### src/rtl/alu_flag_cond_unit.sv
// Flag register and condition evaluator between the main decoder and the
// datapath. The flags come from the ALU and are held in a register. The
// instruction's condition field is tested against that registered copy, and
// the decoder's write and PC requests are passed on only when the test passes.
module alu_flag_cond_unit #(
  parameter logic [3:0] RESET_FLAGS = 4'b0000  // {V,C,Z,N}
) (
  input  logic       clk_i,
  input  logic       rst_n_i,
  input  logic [3:0] alu_flags_i,
  input  logic       valid_i,
  input  logic       stall_i,
  input  logic [3:0] cond_i,
  input  logic [1:0] flag_write_i,
  input  logic       reg_write_i,
  input  logic       mem_write_i,
  input  logic       pc_src_i,
  output logic       reg_write_o,
  output logic       mem_write_o,
  output logic       pc_src_o,
  output logic       cond_ex_o,
  output logic       undef_o,
  output logic [3:0] flags_o
);

  logic [3:0] flags_q;
  logic       flag_n, flag_z, flag_c, flag_v;
  logic       cond_true;
  logic       cond_ex;
  logic       flag_update;

  assign flag_v = flags_q[3];
  assign flag_c = flags_q[2];
  assign flag_z = flags_q[1];
  assign flag_n = flags_q[0];

  // Condition decode uses only the registered flags. Same-cycle ALU results
  // are not forwarded, so a compare affects the next instruction onward.
  always_comb begin
    cond_true = 1'b0;
    case (cond_i)
      4'b0000: cond_true = flag_z;                          // EQ
      4'b0001: cond_true = ~flag_z;                         // NE
      4'b0010: cond_true = flag_c;                          // CS
      4'b0011: cond_true = ~flag_c;                         // CC
      4'b0100: cond_true = flag_n;                          // MI
      4'b0101: cond_true = ~flag_n;                         // PL
      4'b0110: cond_true = flag_v;                          // VS
      4'b0111: cond_true = ~flag_v;                         // VC
      4'b1000: cond_true = flag_c & ~flag_z;                // HI
      4'b1001: cond_true = ~flag_c | flag_z;                // LS
      4'b1010: cond_true = (flag_n == flag_v);              // GE
      4'b1011: cond_true = (flag_n != flag_v);              // LT
      4'b1100: cond_true = ~flag_z & (flag_n == flag_v);    // GT
      4'b1101: cond_true = flag_z | (flag_n != flag_v);     // LE
      4'b1110: cond_true = 1'b1;                            // AL
      default: cond_true = 1'b0;                            // 1111 undefined
    endcase
  end

  // Including rst_n_i forces every gated output low while reset is held,
  // without waiting for a clock edge.
  assign cond_ex     = rst_n_i & valid_i & cond_true;
  assign cond_ex_o   = cond_ex;
  assign undef_o     = rst_n_i & valid_i & (cond_i == 4'b1111);
  assign reg_write_o = reg_write_i & cond_ex;
  assign mem_write_o = mem_write_i & cond_ex;
  assign pc_src_o    = pc_src_i & cond_ex;

  // A stall blocks only the flag update. Gated outputs above still follow
  // the condition, because the downstream stall suppresses the writes.
  assign flag_update = cond_ex & ~stall_i;

  // Flag register. The N/Z group and the C/V group are written independently.
  always_ff @(posedge clk_i or negedge rst_n_i) begin
    if (!rst_n_i) begin
      flags_q <= RESET_FLAGS;
    end else if (flag_update) begin
      if (flag_write_i[1]) begin
        flags_q[1] <= alu_flags_i[1];
        flags_q[0] <= alu_flags_i[0];
      end
      if (flag_write_i[0]) begin
        flags_q[3] <= alu_flags_i[3];
        flags_q[2] <= alu_flags_i[2];
      end
    end
  end

  assign flags_o = flags_q;

endmodule

### config.mk
export PLATFORM = sky130hd
export DESIGN_NAME = alu_flag_cond_unit
export DESIGN_NICKNAME = d
export VERILOG_FILES = /design/src/rtl/alu_flag_cond_unit.sv
export SDC_FILE = /design/constraint.sdc
export NUM_CORES = 1
export LEC_CHECK = 0
export CAP_MARGIN = 20
export CORE_UTILIZATION = 32
export DETAILED_ROUTE_END_ITERATION = 8
export PLACE_DENSITY = 0.85
export SETUP_SLACK_MARGIN = 0.2
export SKIP_LAST_GASP = 1
export SYNTH_ARGS = -nofsm -noshare
export SYNTH_HDL_FRONTEND = slang
export SYNTH_SLANG_ARGS = --single-unit
### constraint.sdc
create_clock -name clk_i -period 1.72 [get_ports clk_i]
set_input_delay 0.172 -clock clk_i [delete_from_list [all_inputs] [get_ports clk_i]]
set_output_delay 0.172 -clock clk_i [all_outputs]
set_load 0.02 [all_outputs]
# After elaboration in Yosys (flattened, before gate mapping)
# Index checks and enable logic that the tools add are counted.
# totals
reg_bits,4
inputBits,17
output_inout_bits,9
word_cells,39
# op_classes
eq_ne,17
muxes,1
bitwise_logic,16
n_reduce_logical,3
# op_table
op,n
$eq A4 B4 Y1 const B,8
$eq A4 B3 Y1 const B,4
$pmux W1 S15,1
$and A1 B1 Y1,9
$eq A4 B2 Y1 const B,2
$not A1 Y1,5
$eq A4 B1 Y1 const B,1
$logic_not A4 Y1,1
$reduce_and A2 Y1,2
$or A1 B1 Y1,2
$eq A1 B1 Y1,1
$ne A1 B1 Y1,1

# Depth between registers and ports, before layout
# depth
ltp_word,6
depth_mapped,6
mapped_depth_nobuf,5

# Worst setup path after synthesis
# Ideal clock, no wire load.
# synth_timing
path_kind,flip-flop to output port
start,register flags_q[0] (netlist: flags_o[0])
end,output port mem_write_o
arrival_ns,1.999
required_time_ns,1.548
slack_ns,-0.451
path_stages_with_launch,6
n_path_buf,0
cell_sequence,dfrtp_1 xor2_1 mux2i_1 o311ai_4 a31oi_1 and2_1
# synth_via
elab_chain_cells,5
word_cells_on_any_way,8
classes_between,2 x eq/ne; 1 x mux; 5 x bitwise
# synth_rtl
item,line,text
start: declaration,26,logic [3:0] flags_q;
start signal: assignment,81,flags_q[0] <= alu_flags_i[0];
$ne A1 B1 Y1 / $eq A1 B1 Y1 (equally long branches),n/a,
$or A1 B1 Y1 / $and A1 B1 Y1 (equally long branches),"55, 54",
$pmux W1 S15 (*),41,case (cond_i)
$and A1 B1 Y1 (*),63,assign cond_ex = rst_n_i & valid_i & cond_true;
net cond_ex_o,21,"output logic cond_ex_o,"
$and A1 B1 Y1 (*),67,assign mem_write_o = mem_write_i & cond_ex;
end: declaration,19,"output logic mem_write_o,"
# Mark *: on every way through the listed nets, which the timed path passes. The rest lies on a longest branch.

# Final worst setup path
# layout_timing
start,register flags_q[3] (netlist: flags_o[3])
end,output port reg_write_o
# layout_via
elab_chain_cells,5
word_cells_on_any_way,8
classes_between,2 x eq/ne; 1 x mux; 5 x bitwise
# layout_rtl
item,line,text
start signal: assignment,84,flags_q[3] <= alu_flags_i[3];
$ne A1 B1 Y1 / $eq A1 B1 Y1 (equally long branches),n/a,
$or A1 B1 Y1 / $and A1 B1 Y1 (equally long branches),"55, 54",
$pmux W1 S15 (*),41,
$and A1 B1 Y1 (*),63,
$and A1 B1 Y1 (*),66,assign reg_write_o = reg_write_i & cond_ex;
end: declaration,18,"output logic reg_write_o,"
# Every way passes the cells marked *; elsewhere a longest branch is shown, timed or not.

==> flow_summary.ini <==
[power_and_ir_drop]
p_leak_nw = 0.434
max-vdd-ir-drop_uv = 636
cellPowerDensity_nw_per_um2 = 769
power.total_mw = 0.736

[worst_setup_path]
critPathArrivalTime_ns = 1.82
worstSetupPathType = flip-flop to output pin
cp.required_ns = 1.55
cp-end-kind = output pin
path_max_fanout = 4
cp-start-kind = flip-flop

[placed_design]
dp.final_hpwl_microns = 1070
portBuffers = 25
placedCellCount = 103
place_congestion = 0.802

[synthesis]
async_reset_ff_share_pct = 100
yosys-mux-area-fraction_pct = 14.9
synth_top_family_by_area = simple AND/OR/NAND/NOR gates
yosys.area.top_type = dfrtp_1
synthDominantCellAreaShare_pct = 23.0
netlist_instances = 49
ys.flop_type = dfrtp_1
syn_avg_cell_area_sq_um = 8.89
syn_nets = 66
synth_commonest_cells = dfrtp_1 (4), mux2_1 (4)
synthXorXnorAreaFrac_pct = 4.02
synth_simple_gate_area_share_pct = 29.6
synth_area_leaders = dfrtp_1 (23%), mux2_1 (10%), o311ai_4 (6.0%)
yosys_warnings = 0
synth_edf_count = 0
yosys.area_share.adder_pct = 0
ys_seq_area_share_pct = 23.0
yosysUniqueCellTypes = 27
syn-cell-area_sq_um = 435
synth-compound-area-share_pct = 23.3
synth_seq_cells = 4

[routing]
ant_nets = 0
vias = 566
drt_drc_violations_left = 0
routed_wirelength_microns = 1360
drt-vias-per-instance = 5.29
wl_per_cell_microns = 12.7
drt_iter0_markers = 5
drt_first_pass_iters = 5

[floorplanning]
fp-row-count = 12
start_util_pct = 36.7
dieArea_sq_um = 1510
fp.coreArea_sq_um = 1190
die_w_microns = 38.9
die_y_microns = 38.9
ios = 26

[clocking]
root_buffer = clkbuf_4
clock-sinks = 4
cts_hold_buf = 0
cts_tree = done
cts.reportedPaths.clkPinSlew_ns = 0.03
clk_latency_ns = 0.23
clockBufferDepth = 2
cts_made_buffers = 3
htreeDepth = 1

[global_route]
antenna_found_initial = 0
grt_use_total_pct = 21.7
grt_max_degree = 9
grt_pass1_vias = 552
use_met3_pct = 3.47
overflow = 0
grt_pass1_wl_microns = 2150
grt_use_met2_pct = 39.2
grt_busiest_layer = met2
grtUsageMet1_pct = 23.2

[cells_and_area]
final_core_util_pct = 80.7
final_cells = 107
antenna_cells = 0
fillCellCount = 74
nNetsFinal = 112
drive_gt1_share_pct = 49.5
largest_register_ffs = 4
synthToLayoutAreaGrowth_pct = 120

[sta]
rsz0062_at_grt = true
holdWs_ns = 0.256
layout_setup_ws_ns = -0.274
slew_viol_final = 0
tightest_slew_ns = 0.344
setup-tns-final_ns = -1.97
setup_viol = 8
hold_viol = 0
fmax_ghz = 0.502
fin_skew_ns = 0.00178
finalCritPeriodShare_pct = 116
slew_headroom_pct = 76.8
period_needed_ns = 1.99

[status]
violations = setup timing
status = complete, but fails checks

[hold_path]
hold_class = input pin to async pin

[job]
cap_violations = 0
-- layer usage --
layer | wire [microns] | share of wire, % | up-vias
met4 | 15 | 1.1 | 0
li1 | - | - | 274
met3 | 53 | 3.9 | 2
met2 | 726 | 53 | 21
met5 | 0 | 0 | -
met1 | 567 | 42 | 269
-- per-stage QoR --
step	instance area [sq um]	worst slack (ns)
global route	957	-0.363
global placement	863	-0.786
finish	957	-0.274
CTS	900	-0.307
floorplan	475	-0.0835
detailed placement	863	-0.846
-- path summary, 6_finish.rpt --
path	from	endpoint	slack [ns]	cells past startpoint
setup / recovery	flags_o[3]	reg_write_o	-0.27	7
hold / removal	rst_n_i	flags_o[3]	0.26	2
setup reg to reg	flags_o[3]	flags_o[2]	-0.25	7
hold reg to reg	flags_o[2]	flags_o[2]	0.63	2
max in group asynchronous	rst_n_i	flags_o[1]	1.35	2
min in group clk_i	alu_flags_i[1]	flags_o[1]	0.55	2
-- cells by family (layout without fill, tap and decap cells) --
family,after synthesis,count (layout)
buf+inv,5,49
compound gates,12,12
mux,6,6
simple gates,20,20
flops,4,4
xor+xnor,2,2
-- what timing repair did --
item	4_1_cts	5_1_grt
gates resized for setup	37	10
setup buffers	0	1
endpoints found under the setup margin	11	11
gates cloned	0	0
pin swaps	3	3
-- power breakdown --
part           switching (mW)  internal, mW
Clock                  0.0335        0.0777
Sequential             0.0497         0.132
Combinational           0.192         0.251
Total                   0.275         0.460
-- worst max-delay path, cell delays in order, from the launching register on --
cell	delay (ns)
dfrtp_2	0.43
buf_4	0.16
nor4bb_1	0.27
a41o_1	0.16
o22ai_2	0.11
a31oi_4	0.18
and2_4	0.16
buf_4	0.13
-- final cells by class --
cell class | instances | area, sq um | share of cell area, %
sequential | 4 | 105 | 11.0
multi-input combinational | 40 | 404 | 42.2
clock buffer | 3 | 22.5 | 2.35
inverter | 2 | 7.51 | 0.784
tap | 14 | 17.5 | 1.83
timing repair buffer | 44 | 400 | 41.8
-- cells in the final DEF (no fill, tap or decap), types with 2 or more instances in the layout --
cell type	synthesis	layout
and2_4	0	3
dlygate4sd2_1	0	5
mux2_1	4	4
buf_6	0	5
buf_4	0	19
nor2b_1	2	2
nand3_1	2	2
dfrtp_2	0	4
clkbuf_4	0	3
dlymetal6s2s_1	0	3
nand2_1	3	3
inv_1	2	2
nand3b_1	2	2
clkdlybuf4s50_1	0	12
a31oi_4	0	2
Power figures use the tool's default switching activity.
